$ cat src/rtl/uart_host_link_pkg.sv
// rtl/uart_host_link_pkg.sv - shared op codes, frame lengths and host FSM states
package uart_host_link_pkg;

   localparam logic [1:0] OP_WRITE = 2'b01;
   localparam logic [1:0] OP_READ  = 2'b10;

   localparam int WRITE_BYTES = 3;
   localparam int READ_BYTES  = 2;

   typedef enum logic [2:0] {
      IDLE,
      LOAD,
      SEND,
      WAIT_TX,
      WAIT_RX,
      DONE
   } state_t;

endpackage

$ cat src/rtl/uart_port.sv
// rtl/uart_port.sv - 8N1 UART transmitter/receiver with send/receive handshake
module uart_port #(
   parameter int CLKS_PER_BIT = 2604,
   parameter int DATA_LEN     = 8
) (
   input  logic                clk,
   input  logic                reset,
   input  logic                send_sig,
   input  logic [DATA_LEN-1:0] data_out,
   output logic                tx_busy,
   output logic                tx_done,
   output logic                u_tx_data,
   input  logic                u_rx_data,
   output logic                receive_sig,
   output logic [DATA_LEN-1:0] data_in
);

   localparam int CW = $clog2(CLKS_PER_BIT);
   localparam int BW = $clog2(DATA_LEN + 2);
   localparam logic [CW-1:0] BIT_END  = CW'(CLKS_PER_BIT - 1);
   localparam logic [CW-1:0] HALF     = CW'(CLKS_PER_BIT / 2 - 1);
   localparam logic [BW-1:0] LAST_BIT = BW'(DATA_LEN + 1);

   logic [DATA_LEN+1:0] tx_shift;
   logic [CW-1:0]       tx_clk_cnt;
   logic [BW-1:0]       tx_bit_cnt;

   always_ff @(posedge clk or posedge reset) begin
      if (reset) begin
         tx_busy    <= 1'b0;
         tx_done    <= 1'b0;
         u_tx_data  <= 1'b1;
         tx_shift   <= '1;
         tx_clk_cnt <= '0;
         tx_bit_cnt <= '0;
      end else begin
         tx_done <= 1'b0;
         if (!tx_busy) begin
            if (send_sig) begin
               tx_busy    <= 1'b1;
               tx_shift   <= {1'b1, data_out, 1'b0};
               u_tx_data  <= 1'b0;
               tx_clk_cnt <= '0;
               tx_bit_cnt <= '0;
            end
         end else if (tx_clk_cnt != BIT_END) begin
            tx_clk_cnt <= tx_clk_cnt + 1'b1;
         end else begin
            tx_clk_cnt <= '0;
            if (tx_bit_cnt == LAST_BIT) begin
               tx_busy   <= 1'b0;
               tx_done   <= 1'b1;
               u_tx_data <= 1'b1;
            end else begin
               tx_bit_cnt <= tx_bit_cnt + 1'b1;
               tx_shift   <= {1'b1, tx_shift[DATA_LEN+1:1]};
               u_tx_data  <= tx_shift[1];
            end
         end
      end
   end

   logic                rx_meta;
   logic                rx_sync;
   logic                rx_active;
   logic [CW-1:0]       rx_clk_cnt;
   logic [BW-1:0]       rx_bit_cnt;
   logic [DATA_LEN-1:0] rx_shift;

   // Samples at mid-bit; a start bit that is high again at its centre is treated as a glitch.
   always_ff @(posedge clk or posedge reset) begin
      if (reset) begin
         rx_meta     <= 1'b1;
         rx_sync     <= 1'b1;
         rx_active   <= 1'b0;
         rx_clk_cnt  <= '0;
         rx_bit_cnt  <= '0;
         rx_shift    <= '0;
         receive_sig <= 1'b0;
         data_in     <= '0;
      end else begin
         rx_meta     <= u_rx_data;
         rx_sync     <= rx_meta;
         receive_sig <= 1'b0;
         if (!rx_active) begin
            if (!rx_sync) begin
               rx_active  <= 1'b1;
               rx_clk_cnt <= HALF;
               rx_bit_cnt <= '0;
            end
         end else if (rx_clk_cnt != '0) begin
            rx_clk_cnt <= rx_clk_cnt - 1'b1;
         end else begin
            rx_clk_cnt <= BIT_END;
            rx_bit_cnt <= rx_bit_cnt + 1'b1;
            if (rx_bit_cnt == '0) begin
               if (rx_sync) rx_active <= 1'b0;
            end else if (rx_bit_cnt == LAST_BIT) begin
               rx_active <= 1'b0;
               if (rx_sync) begin
                  receive_sig <= 1'b1;
                  data_in     <= rx_shift;
               end
            end else begin
               rx_shift <= {rx_sync, rx_shift[DATA_LEN-1:1]};
            end
         end
      end
   end

endmodule

$ cat src/rtl/uart_host_link.sv
// rtl/uart_host_link.sv - serialises a bus request into bridge command bytes and awaits read data
module uart_host_link
   import uart_host_link_pkg::*;
#(
   parameter int SLAVE_LEN    = 2,
   parameter int ADDR_LEN     = 12,
   parameter int DATA_LEN     = 8,
   parameter int CLKS_PER_BIT = 2604,
   parameter int MAX_COUNT    = 50000
) (
   input  logic                 clk,
   input  logic                 reset,
   input  logic                 req_valid,
   output logic                 req_ready,
   input  logic                 req_write,
   input  logic [SLAVE_LEN-1:0] req_slave,
   input  logic [ADDR_LEN-1:0]  req_addr,
   input  logic [DATA_LEN-1:0]  req_wdata,
   output logic                 rsp_valid,
   output logic [DATA_LEN-1:0]  rsp_rdata,
   output logic                 rsp_timeout,
   input  logic                 u_rx_data,
   output logic                 u_tx_data
);

   localparam int CNT_W = (MAX_COUNT > 2) ? $clog2(MAX_COUNT) : 1;
   localparam logic [CNT_W-1:0] CNT_LAST = CNT_W'(MAX_COUNT - 1);

   state_t state, next_state;

   logic                 lat_write;
   logic [SLAVE_LEN-1:0] lat_slave;
   logic [ADDR_LEN-1:0]  lat_addr;
   logic [DATA_LEN-1:0]  lat_wdata;
   logic [1:0]           byte_idx;
   logic [DATA_LEN-1:0]  tx_byte;
   logic [DATA_LEN-1:0]  frame_byte;
   logic [CNT_W-1:0]     to_cnt;

   logic                 send_sig;
   logic                 tx_busy;
   logic                 tx_done;
   logic                 receive_sig;
   logic [DATA_LEN-1:0]  data_in;

   logic [1:0] num_bytes;
   logic       last_byte;
   logic       terminal;

   assign num_bytes = lat_write ? 2'(WRITE_BYTES) : 2'(READ_BYTES);
   assign last_byte = (byte_idx + 2'd1) == num_bytes;
   assign terminal  = (to_cnt == CNT_LAST);

   always_comb begin
      case (byte_idx)
         2'd0:    frame_byte = {(lat_write ? OP_WRITE : OP_READ), lat_slave, lat_addr[11:8]};
         2'd1:    frame_byte = lat_addr[7:0];
         default: frame_byte = lat_wdata;
      endcase
   end

   always_ff @(posedge clk or posedge reset) begin
      if (reset) state <= IDLE;
      else       state <= next_state;
   end

   always_comb begin
      next_state = state;
      case (state)
         IDLE:    if (req_valid) next_state = LOAD;
         LOAD:    next_state = SEND;
         SEND:    if (!tx_busy) next_state = WAIT_TX;
         WAIT_TX: begin
            if (tx_done) begin
               if (!last_byte)     next_state = LOAD;
               else if (lat_write) next_state = DONE;
               else                next_state = WAIT_RX;
            end
         end
         // A byte landing on the terminal count still completes the read.
         WAIT_RX: if (receive_sig || terminal) next_state = DONE;
         DONE:    next_state = IDLE;
         default: next_state = IDLE;
      endcase
   end

   always_comb begin
      req_ready = (state == IDLE);
      rsp_valid = (state == DONE);
      send_sig  = (state == SEND) && !tx_busy;
   end

   always_ff @(posedge clk or posedge reset) begin
      if (reset) begin
         lat_write   <= 1'b0;
         lat_slave   <= '0;
         lat_addr    <= '0;
         lat_wdata   <= '0;
         byte_idx    <= '0;
         tx_byte     <= '0;
         to_cnt      <= '0;
         rsp_rdata   <= '0;
         rsp_timeout <= 1'b0;
      end else begin
         case (state)
            IDLE: begin
               byte_idx <= '0;
               if (req_valid) begin
                  lat_write <= req_write;
                  lat_slave <= req_slave;
                  lat_addr  <= req_addr;
                  lat_wdata <= req_wdata;
               end
            end
            LOAD: tx_byte <= frame_byte;
            WAIT_TX: begin
               if (tx_done) begin
                  byte_idx <= byte_idx + 2'd1;
                  to_cnt   <= '0;
                  if (last_byte && lat_write) begin
                     rsp_rdata   <= '0;
                     rsp_timeout <= 1'b0;
                  end
               end
            end
            WAIT_RX: begin
               if (!terminal) to_cnt <= to_cnt + 1'b1;
               if (receive_sig) begin
                  rsp_rdata   <= data_in;
                  rsp_timeout <= 1'b0;
               end else if (terminal) begin
                  rsp_rdata   <= '0;
                  rsp_timeout <= 1'b1;
               end
            end
            default: ;
         endcase
      end
   end

   uart_port #(
      .CLKS_PER_BIT(CLKS_PER_BIT),
      .DATA_LEN    (DATA_LEN)
   ) u_port (
      .clk        (clk),
      .reset      (reset),
      .send_sig   (send_sig),
      .data_out   (tx_byte),
      .tx_busy    (tx_busy),
      .tx_done    (tx_done),
      .u_tx_data  (u_tx_data),
      .u_rx_data  (u_rx_data),
      .receive_sig(receive_sig),
      .data_in    (data_in)
   );

endmodule

$ cat config.mk
export PLATFORM = sky130hd
export DESIGN_NAME = uart_host_link
export DESIGN_NICKNAME = d
export VERILOG_FILES = /design/src/rtl/uart_host_link_pkg.sv /design/src/rtl/uart_port.sv /design/src/rtl/uart_host_link.sv
export SDC_FILE = /design/constraint.sdc
export NUM_CORES = 1
export LEC_CHECK = 0
export CAP_MARGIN = 20
export CORE_UTILIZATION = 40
export CTS_CLUSTER_SIZE = 20
export DETAILED_ROUTE_END_ITERATION = 7
export DONT_BUFFER_PORTS = 1
export PLACE_DENSITY = 0.66
export SLEW_MARGIN = 20
export SYNTH_ARGS = -nofsm -noshare
export SYNTH_HDL_FRONTEND = slang
export SYNTH_HIERARCHICAL = 1
export SYNTH_SLANG_ARGS = --single-unit
export TNS_END_PERCENT = 50
$ cat constraint.sdc
create_clock -name clk -period 5.13 [get_ports clk]
set_clock_uncertainty 0.1 [all_clocks]
set_input_delay 1.2825 -clock clk [delete_from_list [all_inputs] [get_ports clk]]
set_output_delay 1.2825 -clock clk [all_outputs]
set_load 0.01 [all_outputs]
# ---- After elaboration in Yosys (flattened, before gate mapping)
# Cells that the tools add are included.
dict set report op_classes {
  addsub 6
  eq_ne 22
  n_mux 63
  bitwise_logic 3
  reduce_logical 21
}
# op count
set op_table {}
lappend op_table {{12-bit two-way mux} 6}
lappend op_table {{10-bit two-way mux} 4}
lappend op_table {{16-bit two-way mux} 2}
lappend op_table {{8-bit two-way mux} 4}
lappend op_table {{16-bit case mux with 2 select lines} 1}
lappend op_table {{8-bit case mux with 2 select lines} 2}
lappend op_table {{4-bit two-way mux} 7}
lappend op_table {{1-bit two-way mux} 27}
lappend op_table {{2-bit inequality test (second input constant)} 9}
lappend op_table {{16-bit by 1-bit adder with 16-bit output (second input constant)} 1}
lappend op_table {{16-bit == test (second input constant)} 1}
lappend op_table {{3-bit two-way mux} 5}
lappend op_table {{3-bit case mux with 5 select lines} 1}
lappend op_table {{12-bit by 1-bit adder with 12-bit output (second input constant)} 1}
lappend op_table {{12-bit inequality test (second input constant)} 1}
lappend op_table {{4-bit AND reduction} 3}
lappend op_table {{12-bit nonzero test} 1}
lappend op_table {{12-bit by 1-bit subtractor with 12-bit output (second input constant)} 1}
lappend op_table {{4-bit by 1-bit adder with 4-bit output (second input constant)} 2}
lappend op_table {{4-bit == test (second input constant)} 2}
lappend op_table {{2-bit AND reduction} 4}
lappend op_table {{3-bit by 2-bit == test with 1-bit output (second input constant)} 2}
lappend op_table {{3-bit == test (second input constant)} 2}
lappend op_table {{3-bit AND reduction} 2}
lappend op_table {{18 further kinds} 24}
dict set report word_totals {
  reg_bits 126
  input_bits 27
  output_inout_bits 12
  elab_cells 139
}

# ---- Logic depth before layout (Yosys ltp)
dict set report logic_depth {
  word_depth 6
  mapped_depth 8
  ltp_nobuf 6
}

# ---- By module
# Netlist, hierarchy kept.
# module n_inst cells_each area_each_um2 seq_area_each_um2
set modules_own_cells {}
lappend modules_own_cells {uart_port 1 300 3138.0 1590.3}
lappend modules_own_cells {uart_host_link 1 259 2865.2 1526.5}

# ---- Worst setup path after synthesis
# Ideal clock, no wire load.
dict set report synth_timing {
  path_kind {input to register}
  from {in req_valid}
  to {reg lat_addr[11]}
  setup_ps 125
  t_arrival_ps 2054
  required_ps 4905
  setup_slack_ps 2851
  path_stages 4
  path_buffers 2
  cell_sequence {and2_1 buf_2 buf_2 mux2_2}
}
dict set report synth_between {
  elab_chain_len 1
}
# element line_no
set synth_rtl {}
lappend synth_rtl {{start: declaration} uart_host_link.sv:13} ;# input logic req_valid,
lappend synth_rtl {{2-bit AND reduction (no line)} --}
lappend synth_rtl {{end signal: assignment} uart_host_link.sv:111} ;# lat_addr <= req_addr;
lappend synth_rtl {{end: declaration} uart_host_link.sv:33} ;# logic [ADDR_LEN-1:0] lat_addr;
# No other way between the ends.
# A chain may end at the register's enable or synchronous reset.

# ---- Worst setup path after layout
dict set report layout_timing {
  from {reg state[1]}
  to {out req_ready}
}
dict set report layout_between {
  elab_chain_len 1
}
# element line_no
set layout_rtl {}
lappend layout_rtl {{start: declaration} uart_host_link.sv:29} ;# state_t state, next_state;
lappend layout_rtl {{start signal: assignment} uart_host_link.sv:64} ;# else state <= next_state;
lappend layout_rtl {{3-bit logical NOT} uart_host_link.sv:88} ;# req_ready = (state == IDLE);
lappend layout_rtl {{end: declaration} uart_host_link.sv:14} ;# output logic req_ready,
# No other way between the ends.

==> metrics <==
status finished, final reports clean; row count 44; gr usage total approximately 16%; design area 6800 µm²; Final Setup Violations 0; post-synth net total 597; VDD IR max between 0.0002 and 0.00025 V; hold path start u_port/rx_meta; CTS Buf Count 17; die area 15,500 µm²; power consumption between 2 and 2.5 mW; critical path's top delay family simple AND/OR/NAND/NOR gates; Critical Path Sink Type output pin; post-synth top area share 47.1%; Initial Util 41.1%; Yosys reg bits 124; Setup Fix Bufs, Post-CTS 0; worst flop-to-flop path startpoint state[1]; Pint 1.84 mW; routing usage on met2 a little over a quarter; Slew @ Worst Pin 1.03 ns; switching share of power 19.2%; worst setup path category flip-flop to output pin; H-tree Lvls 4; initial drt markers ~200; FF-to-FF End lat_wdata[1]; Clock power frac 56.0%; root buffer cell clkbuf_16; Startpoint Class flip-flop; vias in the first global route 4,325; first-pass GRT wire length 20,700 µm; Fmax 0.336 GHz; max incr delay on CP approximately 0.66 ns; placed cell areas a little over 6000 µm²; CP required 3.75 ns; Min-Delay Path Depth 0; I/O Buffers 0; CP Buf/Inv Count 0; RSZ-0062 raised after global routing no; final worst path period need 2.97 ns; die width 125 µm; hold slack 0.256 ns; Setup WS post-layout roughly 2.2 ns; Final Util 46.6%; fillers 1,305; clk buf depth 2; critical path, cell by cell nor3_1; Primary FF master, synth dfrtp_1; Sw Pwr about 0.44 mW; Max Cap Viol 0; Post-DP HPWL 8010 µm; DP Worst Slack ~2.3 ns; GRT overflow 0; Slew Limit Fails 0; core box area approximately 15,000 µm²; Synth cell types 67; Die Height 125 µm; share of cells above drive strength 1 17.8%; Synth Warn # 6; Area Overhead vs Synth 13.3%; CTS tree yes; Avg WL per Cell 15.8 µm; largest net degree at the start of global routing 64; Leak 3.06 nW; diodes inserted 0; ys async rst share 100%; Comb pwr share 1.0%; Top Ports 39; CTS clk-pin slew, worst paths 0.05 ns; clk sinks between 100 and 150; PostCTS Resize Cnt 0; Final Hold Violating Endpoints 0; number of nets with antenna violations after routing 0; R2R cell count 3; initial antenna violation count 0; Layout Cells excl Fill 757; Mapped Cells 559; critical path's slowest cell nor3_1; Vias/cell 5.65; worst-path fanout max 12; routability cong. 0.758; residual DRC count 0; Synth area leader dfrtp_1; Worst-Skew Late Latency 0.41 ns; Setup TNS 0 ns; GR Util met1 19.9%; placed cells 725; sequential share of power 43.0%; Hold WC Path Type flip-flop to flip-flop; most used routing layer met2; synth top area cells dfrtp_1 47%, mux2_2 6.9%, dfstp_2 4.8%; Tcrit/Tclk final 58.0%; Max-slew headroom between 30% and 40%; total iterations of the first detailed-routing run 5; Cell Area, Synth 6000 µm²; Worst Hold End u_port/rx_sync; EDFF count, synth 0; Post-Route WL ~12,000 µm; sequential element share of the synthesized area 51.9%; PwrDens 336 nW/µm²; Final nets 598; Mean Syn Cell Area 10.7 µm²; GR Layer Usage met3 5.63%; r2r setup slk 2.42 ns; CP Data Arrival Time 1.59 ns; hold buffer count at CTS 0; DR vias 4,276
## routing by layer
metal | part of all wire, % | up-vias
met5 | 0 | -
met4 | 1.2 | 0
met3 | 5.6 | 14
met2 | 50 | 92
met1 | 43 | 2134
li1 | - | 2036
## cells in the mapped netlist (all sizes together), types with 11 or more instances
master and instances:
dfrtp 113, mux2i 14, nor2 31, ha 11, nand4 11, nand3 16, nand2 64, dfstp 11
mux2 40, a21oi 18, inv 26, a31oi 18, o21ai 46
## cells in the final DEF, fill, tap and decap left out, types with 8 or more instances in the layout
| cell type | instances |
|---|---|
| dfrtp_1 | 113 |
| nand2_1 | 64 |
| o21ai_0 | 38 |
| mux2_2 | 37 |
| nor2_1 | 30 |
| inv_1 | 23 |
| a21oi_1 | 18 |
| a31oi_1 | 18 |
| clkbuf_16 | 17 |
| nand3_1 | 16 |
| mux2i_1 | 14 |
| ha_1 | 11 |
| dfstp_2 | 11 |
| nor3_1 | 8 |
| or3_1 | 8 |
| nand4_1 | 8 |
| o21ai_1 | 8 |
| xor2_1 | 8 |
## registers in the layout, indices dropped and copies added (netlist names), 8 cells and up
name and flops:
tx_byte 8, lat_addr 12, u_port/tx_clk_cnt 12, u_port/data_in 8
u_port/tx_shift 8, rsp_rdata 8, lat_wdata 8, u_port/rx_clk_cnt 12
to_cnt 16, u_port/rx_shift 8
## area by class of cell
class | instances | area, µm² | area share [%]
clock buffer | 21 | 440 | 6.48
clock inverter | 11 | 193 | 2.83
inverter | 26 | 97.6 | 1.44
multi-input combinational | 389 | 2710 | 39.8
sequential | 124 | 3120 | 45.8
tap | 184 | 230 | 3.39
timing repair buffer | 2 | 15.0 | 0.221
## how the worst max path moves through the flow
stage	cells past startpoint	slack, ns	endpoint	from
6_report	1	2.16	req_ready	state[1]
3_5_place_dp	3	2.34	lat_wdata[2]	state[1]
2_1_floorplan	1	2.20	u_port/data_in[0]	reset
3_3_place_gp	3	2.44	lat_wdata[1]	state[1]
5_1_grt	1	1.97	req_ready	state[1]
4_1_cts	1	2.09	req_ready	state[1]
## power groups by stage
stage	Combinational [mW]	Clock [mW]	Sequential, mW
finish	0.0219	1.28	0.982
global route	0.0262	1.35	0.981
CTS	0.0236	1.30	0.982
detailed placement	0.0234	0	0.999
global placement	0.0225	0	0.999
floorplan	0.0158	0	0.998
## cells by family (layout without fill, tap and decap cells)
group | after synthesis | count (layout) | share of synthesized area (%)
AOI/OAI and AO/OA | 118 | 118 | 12.4
xor gates and xnor gates | 11 | 11 | 1.60
adders and majority gates | 11 | 11 | 2.29
buffers and inverters | 46 | 60 | 3.13
DFF | 124 | 124 | 51.9
muxes | 54 | 54 | 9.84
and+or+nand+nor | 195 | 195 | 18.8
Power figures use the tool's default switching activity.
